[src/rtl/arbitro_mux_2x4_rr.sv]
// Round-robin arbiter that shares one 2:1 mux between requesters A and B.
// It registers the grant and drives S/E, and it caps each tenure at MAX_RAFAGA cycles.
module arbitro_mux_2x4_rr #(
  parameter int ANCHO      = 4,
  parameter int MAX_RAFAGA = 4
) (
  input  logic             clk,
  input  logic             reset,
  input  logic             req_a,
  input  logic             req_b,
  input  logic [ANCHO-1:0] A,
  input  logic [ANCHO-1:0] B,
  output logic             S,
  output logic             E,
  output logic             gnt_a,
  output logic             gnt_b,
  output logic [ANCHO-1:0] Y,
  output logic             Y_valid
);

  typedef enum logic [1:0] {IDLE, SRV_A, SRV_B} stateT;

  localparam logic [3:0] CNT_LAST = 4'(MAX_RAFAGA - 1);

  stateT      stateReg, stateNext;
  logic [3:0] cntReg, cntNext;
  logic       ultimoReg, ultimoNext;  // last served: 0 = A, 1 = B

  always_comb begin
    stateNext = stateReg;
    cntNext   = 4'd0;
    case (stateReg)
      IDLE: begin
        if (req_a && req_b)  stateNext = ultimoReg ? SRV_A : SRV_B;
        else if (req_a)      stateNext = SRV_A;
        else if (req_b)      stateNext = SRV_B;
        else                 stateNext = IDLE;
      end
      SRV_A: begin
        if (!req_a)                 stateNext = req_b ? SRV_B : IDLE;
        else if (cntReg == CNT_LAST) stateNext = req_b ? SRV_B : SRV_A;
        else begin
          stateNext = SRV_A;
          cntNext   = cntReg + 4'd1;
        end
      end
      SRV_B: begin
        if (!req_b)                 stateNext = req_a ? SRV_A : IDLE;
        else if (cntReg == CNT_LAST) stateNext = req_a ? SRV_A : SRV_B;
        else begin
          stateNext = SRV_B;
          cntNext   = cntReg + 4'd1;
        end
      end
      default: stateNext = IDLE;
    endcase
  end

  always_comb begin
    ultimoNext = ultimoReg;
    if (stateNext == SRV_A)      ultimoNext = 1'b0;
    else if (stateNext == SRV_B) ultimoNext = 1'b1;
  end

  // Mux controls are registered from the next state, so no req_* path reaches an output.
  always_ff @(posedge clk) begin
    if (reset) begin
      stateReg  <= IDLE;
      cntReg    <= 4'd0;
      ultimoReg <= 1'b1;
      S         <= 1'b0;
      E         <= 1'b1;
      gnt_a     <= 1'b0;
      gnt_b     <= 1'b0;
    end else begin
      stateReg  <= stateNext;
      cntReg    <= cntNext;
      ultimoReg <= ultimoNext;
      S         <= (stateNext == SRV_B);
      E         <= (stateNext == IDLE);
      gnt_a     <= (stateNext == SRV_A);
      gnt_b     <= (stateNext == SRV_B);
    end
  end

  genvar gi;
  generate
    for (gi = 0; gi < ANCHO; gi++) begin : genY
      assign Y[gi] = ~E & (S ? B[gi] : A[gi]);
    end
  endgenerate

  assign Y_valid = ~E;

endmodule
[config.mk]
export PLATFORM = sky130hd
export DESIGN_NAME = arbitro_mux_2x4_rr
export DESIGN_NICKNAME = d
export VERILOG_FILES = /design/src/rtl/arbitro_mux_2x4_rr.sv
export SDC_FILE = /design/constraint.sdc
export NUM_CORES = 1
export LEC_CHECK = 0
export ABC_AREA = 1
export CELL_PAD_IN_SITES_DETAIL_PLACEMENT = 0
export CELL_PAD_IN_SITES_GLOBAL_PLACEMENT = 1
export CORE_AREA = 2 2 46 48
export CTS_BUF_LIST = sky130_fd_sc_hd__clkbuf_4 sky130_fd_sc_hd__clkbuf_8
export DETAILED_ROUTE_END_ITERATION = 10
export DIE_AREA = 0 0 48 50
export GPL_TIMING_DRIVEN = 0
export PLACE_DENSITY = 0.79
export SYNTH_ARGS = -nofsm -noshare
export SYNTH_HDL_FRONTEND = slang
export SYNTH_SLANG_ARGS = --single-unit
[constraint.sdc]
create_clock -name clk -period 2.7 [get_ports clk]
set_clock_uncertainty 0.2 [all_clocks]
set_input_delay 0.54 -clock clk [delete_from_list [all_inputs] [get_ports clk]]
set_output_delay 0.54 -clock clk [all_outputs]
set_load 0.005 [all_outputs]
==> flow_metrics.tcl, run 1 <==
set metrics [dict create \
    path_cells "clkdlybuf4s50_1, o21ai_0, nor2_1, clkdlybuf4s50_1" \
    wire_per_inst_um 8.64 \
    synthCells 87 \
    avgSynthCellArea_um2 7.38 \
    ant_nets 0 \
    utilization 0.480 \
    reg2reg_from "cntReg[0]" \
    crit_required_ns 1.96 \
    hpwl_um 1010 \
    drt_iter0_markers 3 \
    critPathBufInv 2 \
    cts_sinks 10 \
    report.final.setup_viol 0 \
    critPathArrivalTime_ns 1.67 \
    grt_pass1_wl_um 2110 \
    relSlewSlack 0.823 \
    regArea_um2 200 \
    dpl.cell_count 134 \
    finalWirelength_um 1190 \
    track_usage 0.122 \
    max_freq_mhz 415 \
    core_mm2 0.00190 \
    path_max_fanout 1 \
    hold_viol 0 \
    diodes 0 \
    p_leak_nw 0.457 \
    die_y_um 50 \
    cpMostUsedCell "clkdlybuf4s50_1" \
    cts_tree "built" \
    crit_path_end_kind "output pin" \
    synthesis.area_um2 642 \
    slowest_delay_ns 0.51 \
    status "completed" \
    min_period_over_period 0.893 \
    gr-total-overflow 0 \
    multi_input_area_um2 374 \
    firstDrtPassIters 3 \
    clk_path_buf_depth 2 \
    min_path_type "flop to flop" \
    peakVddDrop_uv 273 \
    setup_tns_ns 0 \
    gp_congestion 0.679 \
    synth_warnings 0 \
    min-delay-start "cntReg[0]" \
    cts_setup_buffers 0 \
    top_level_ports 21 \
    drive_above_1_share 0.153 \
    clk_pin_slew_ns 0.06 \
    grt_pass1_vias 507 \
    nNetsFinal 133 \
    area.growth.synth_to_final_pct 42.1 \
    slowest_stage "clkdlybuf4s50_1" \
    grt_max_degree 8 \
    rows 16 \
    tightest_slew_ns 0.265 \
    clk_latency_ns 0.26 \
    period_needed_ns 2.41 \
    antenna_found_initial 0 \
    cp-startpoint "A[2]" \
    cts-htree-levels 1 \
    via_count 555 \
    cts_buffers 3 \
    fillCellCount 196 \
    start_util 0.338 \
    synth-seq-area-share 0.312 \
    rsz0062_at_grt "no" \
    cts_resized 0 \
    root_buffer "clkbuf_4" \
    cap_violations 0 \
    worstSetupPathType "input port to output pin" \
    p_per_area_mw_per_mm2 556 \
    drc 0 \
    cp-start-kind "input port" \
    cp_top_family "buffers and inverters" \
    avgViaCountPerCell 4.02 \
    drv_slew 0 \
    ys_ff_latch 10 \
    synth_fp_nets 108 \
    die_w_um 48 \
    final_cells 138 \
    io_buffers 20 \
    ctsHoldBuffers 0 \
    synth_cell_types 19 \
    die_area_mm2 0.00240 \
]
-- path summary, 6_finish.rpt --
kind                            slack (ns)        end  cells after the start
worst max-delay path                  0.29       Y[2]                      4
worst min-delay path                  0.28  cntReg[0]                      1
worst max register to register        0.88  ultimoReg                     10
worst min register to register        0.28  cntReg[0]                      1
-- metal layers --
metal  GRT usage  part of all wire  wire length [um]
met1       0.148              0.46               545
met2       0.193              0.49               588
met3      0.0549             0.042                50
met4      0.0270            0.0067                 8
met5           0                 0                 0
-- registers in the layout, summed over array words and instances (netlist names) --
signal,cells
gnt_a,1
stateReg,2
ultimoReg,1
cntReg,4
gnt_b,1
E,1
-- cell usage after synthesis (all sizes together) --
cell type / n / share of area
buf: 1 / 0.012
a21oi: 1 / 0.0078
nor3b: 1 / 0.019
xor2: 2 / 0.027
nand3: 7 / 0.070
o21ai: 5 / 0.039
ha: 9 / 0.18
clkinv: 1 / 0.0058
nand3b: 1 / 0.018
or2: 1 / 0.0098
nor2: 16 / 0.11
nand2: 17 / 0.11
dfxtp: 10 / 0.31
inv: 15 / 0.088
-- cell usage in the layout, fill, tap and decap left out, types with 2 or more instances in the layout --
cell and instances:
nand3_2 2, clkbuf_4 3, nor2_2 3, nand2_1 14, o21ai_0 4, dfxtp_1 10, nand2_2 3, nand3_1 5
inv_1 13, nor2_1 13, clkdlybuf4s50_1 20, inv_2 2, ha_1 9, xor2_1 2
-- layout make-up --
cell class                      count  share of cell area
Sequential cell                    10               0.219
Timing Repair Buffer               20               0.219
Multi-Input combinational cell     60               0.410
Inverter                           16              0.0658
Clock buffer                        4              0.0398
Tap cell                           27              0.0370
Buffer                              1             0.00823
-- per-stage QoR --
stage	hold WS, ns	cell area, um2	worst slack [ns]	total power, mW
global placement	0.254	876	0.291	0.377
CTS	0.281	912	0.272	0.518
finish	0.277	912	0.290	0.507
floorplan	0.240	642	1.03	0.293
detailed placement	0.272	876	0.271	0.382
global route	0.311	912	0.229	0.555
-- power by group --
group / internal [mW] / switching (mW)
clock: 0.0818 / 0.0508
combinational: 0.101 / 0.0910
sequential: 0.169 / 0.0147
total: 0.351 / 0.156
-- logic make-up (layout without fill, tap and decap cells) --
family,Yosys count,count (layout),synth area share
compound gates,6,6,0.0468
xor+xnor,2,2,0.0273
fa+ha+maj,9,9,0.175
buf+inv,17,41,0.105
flops,10,10,0.312
simple gates,43,43,0.333
No activity file was read; power rests on OpenSTA's default activity.
==> run 2: changes to the inputs <==
Settings changed: CAP_MARGIN set to 20.
==> results of run 2 <==
Final layout, timing and power as in run 1 (identical DEF).
==> run 3: changes to the inputs <==
Settings changed: ABC_AREA 1 to unset, CORE_AREA 2 2 46 48 to 4 4 47 49, DIE_AREA 0 0 48 50 to 0 0 51 53.
==> flow_metrics.tcl, run 3 <==
set metrics [dict create \
    combPwrFrac 0.299 \
    crit_path_end_kind "output pin" \
    synth-seq-area-share 0.313 \
    seqPwrFrac 0.436 \
    reg.largest.list "cntReg x4, stateReg x2" \
    path_max_fanout 1 \
    area.growth.synth_to_final_pct 40.0 \
    cpMostUsedCell "clkdlybuf4s50_1" \
    rsz0062_at_grt "no" \
    hpwl_um 1040 \
    reg2reg_setup_slack_ns 0.49 \
    die_w_um 51 \
    avgSynthCellArea_um2 9.15 \
    wire_per_inst_um 10.3 \
    switching_share 0.266 \
    total_power_uw 373 \
    io_buffers 20 \
    drc 0 \
    start_util 0.344 \
    root_buffer "clkbuf_4" \
    grt_max_degree 8 \
    tightest_slew_ns 0.451 \
    worstSetupPathType "input port to output pin" \
    die_area_mm2 0.00270 \
    worst-path-stages 4 \
    firstDrtPassIters 3 \
    hold_path_depth 1 \
    ys.flop_type "dfxtp_1" \
    rr_worst_depth 7 \
    cts-htree-levels 1 \
    min_path_type "flop to flop" \
    synth_top_cells_by_area "dfxtp_1 31%, ha_1 18%, mux2i_1 6.3%" \
    slowest_delay_ns 0.50 \
    die_y_um 53 \
    drive_above_1_share 0.0645 \
    drv_slew 0 \
    via_count 534 \
    cp_top_family "buffers and inverters" \
    ys_ff_latch 10 \
    avgViaCountPerCell 4.45 \
    peakVddDrop_uv 328 \
    p_per_area_mw_per_mm2 416 \
    synthTopCellsByCount "10 x dfxtp_1, 9 x ha_1, 7 x inv_1, 7 x nor2_1, 5 x nand2b_1" \
    synthCells 70 \
    antenna_found_initial 0 \
    regMostFlops "cntReg" \
    yosys.area.top_type "dfxtp_1" \
    cts_setup_buffers 0 \
    period_needed_ns 2.40 \
    grt_pass1_wl_um 2000 \
    min_period_over_period 0.890 \
    top_level_ports 21 \
    grt_pass1_vias 484 \
    cts_sinks 10 \
    cts_buffers 3 \
    core_mm2 0.00186 \
    min-delay-start "cntReg[0]" \
    rows 16 \
    slowest_stage "clkdlybuf4s50_1" \
    synthesis.area_um2 641 \
    p_leak_nw 0.368 \
    crit_required_ns 1.96 \
    p_clk_frac 0.265 \
    relSlewSlack 0.699 \
    clk_latency_ns 0.26 \
    track_usage 0.0990 \
    synth_warnings 0 \
    nNetsFinal 116 \
    cap_violations 0 \
    largest_reg_flops 4 \
    cp-start-kind "input port" \
    reg2reg_from "cntReg[0]" \
    status "completed" \
    layout_commonest_cell "clkdlybuf4s50_1" \
    switchingPower_uw 99.4 \
    synth_fp_nets 91 \
    async_flop_share 0 \
    final_cell_mix "20 x clkdlybuf4s50_1, 10 x dfxtp_1, 9 x ha_1" \
    hold_viol 0 \
    min_to "cntReg[0]" \
    synth_edf_count 0 \
    ctsHoldBuffers 0 \
    report.final.setup_viol 0 \
    p_int_uw 274 \
    r2r-end "ultimoReg" \
    yosys.area.top_type_share 0.313 \
    cts_resized 0 \
    diodes 0 \
    gp_congestion 0.789 \
    drt_iter0_markers 9 \
    fillCellCount 191 \
    finalWirelength_um 1240 \
    setup_tns_ns 0 \
    clk_path_buf_depth 2 \
    synth.most_common_cell "dfxtp_1" \
    critPathArrivalTime_ns 1.66 \
    gr-total-overflow 0 \
    path_cells "clkdlybuf4s50_1, mux2i_1, nor2_1, clkdlybuf4s50_1" \
    max_freq_mhz 416 \
    cts_tree "built" \
    clk_pin_slew_ns 0.06 \
    ant_nets 0 \
    critPathBufInv 2 \
    synth_cell_types 28 \
]
run 3: worst max-delay path by stage:
stage | startpoint | slack [ns] | to
finish | A[1] | 0.30 | Y[1]
global route | A[3] | 0.21 | Y[3]
CTS | A[1] | 0.29 | Y[1]
detailed placement | req_b | 0.27 | ultimoReg
global placement | req_b | 0.26 | ultimoReg
floorplan | cntReg[0] | 0.58 | ultimoReg
run 3: per-stage QoR:
stage               instance area [um2]  hold WS (ns)  cells   util  worst slack, ns
floorplan                           641         0.233     70      -            0.585
global placement                    875         0.247    117  0.470            0.257
detailed placement                  875         0.252    117  0.470            0.266
CTS                                 897         0.260    120  0.482            0.288
global route                        897         0.304    120  0.482            0.211
finish                              897         0.257    120  0.482            0.297
run 3: kinds of logic (layout without fill, tap and decap cells):
family | count (synthesis) | count (layout) | share of synthesized area
buf+inv | 9 | 32 | 0.0586
fa+ha+maj | 9 | 9 | 0.176
simple gates | 24 | 24 | 0.209
flops | 10 | 10 | 0.312
mux | 4 | 4 | 0.0625
compound gates | 13 | 13 | 0.168
xor+xnor | 1 | 1 | 0.0137
run 3: power groups by stage:
stage | Combinational, mW | Sequential, mW | Clock (mW)
after floorplan | 0.0606 | 0.166 | 0
after global placement | 0.112 | 0.166 | 0
after detailed placement | 0.113 | 0.166 | 0
after CTS | 0.113 | 0.163 | 0.105
after global routing | 0.124 | 0.164 | 0.111
final | 0.112 | 0.163 | 0.0988
run 3: area by class of cell:
class / count / area [um2] / share of cell area
Multi-Input combinational cell: 51 / 403 / 0.449
Sequential cell: 10 / 200 / 0.223
Timing Repair Buffer: 20 / 200 / 0.223
Tap cell: 27 / 33.8 / 0.0377
Inverter: 7 / 26.3 / 0.0293
Clock buffer: 3 / 22.5 / 0.0251
Buffer: 2 / 11.3 / 0.0126
run 3: per-layer routing:
layer	up-vias	GRT usage	share of wire
met5	-	0	0
met4	0	0	0
met3	0	0.0563	0.044
met2	5	0.167	0.49
met1	246	0.115	0.46
li1	283	-	-
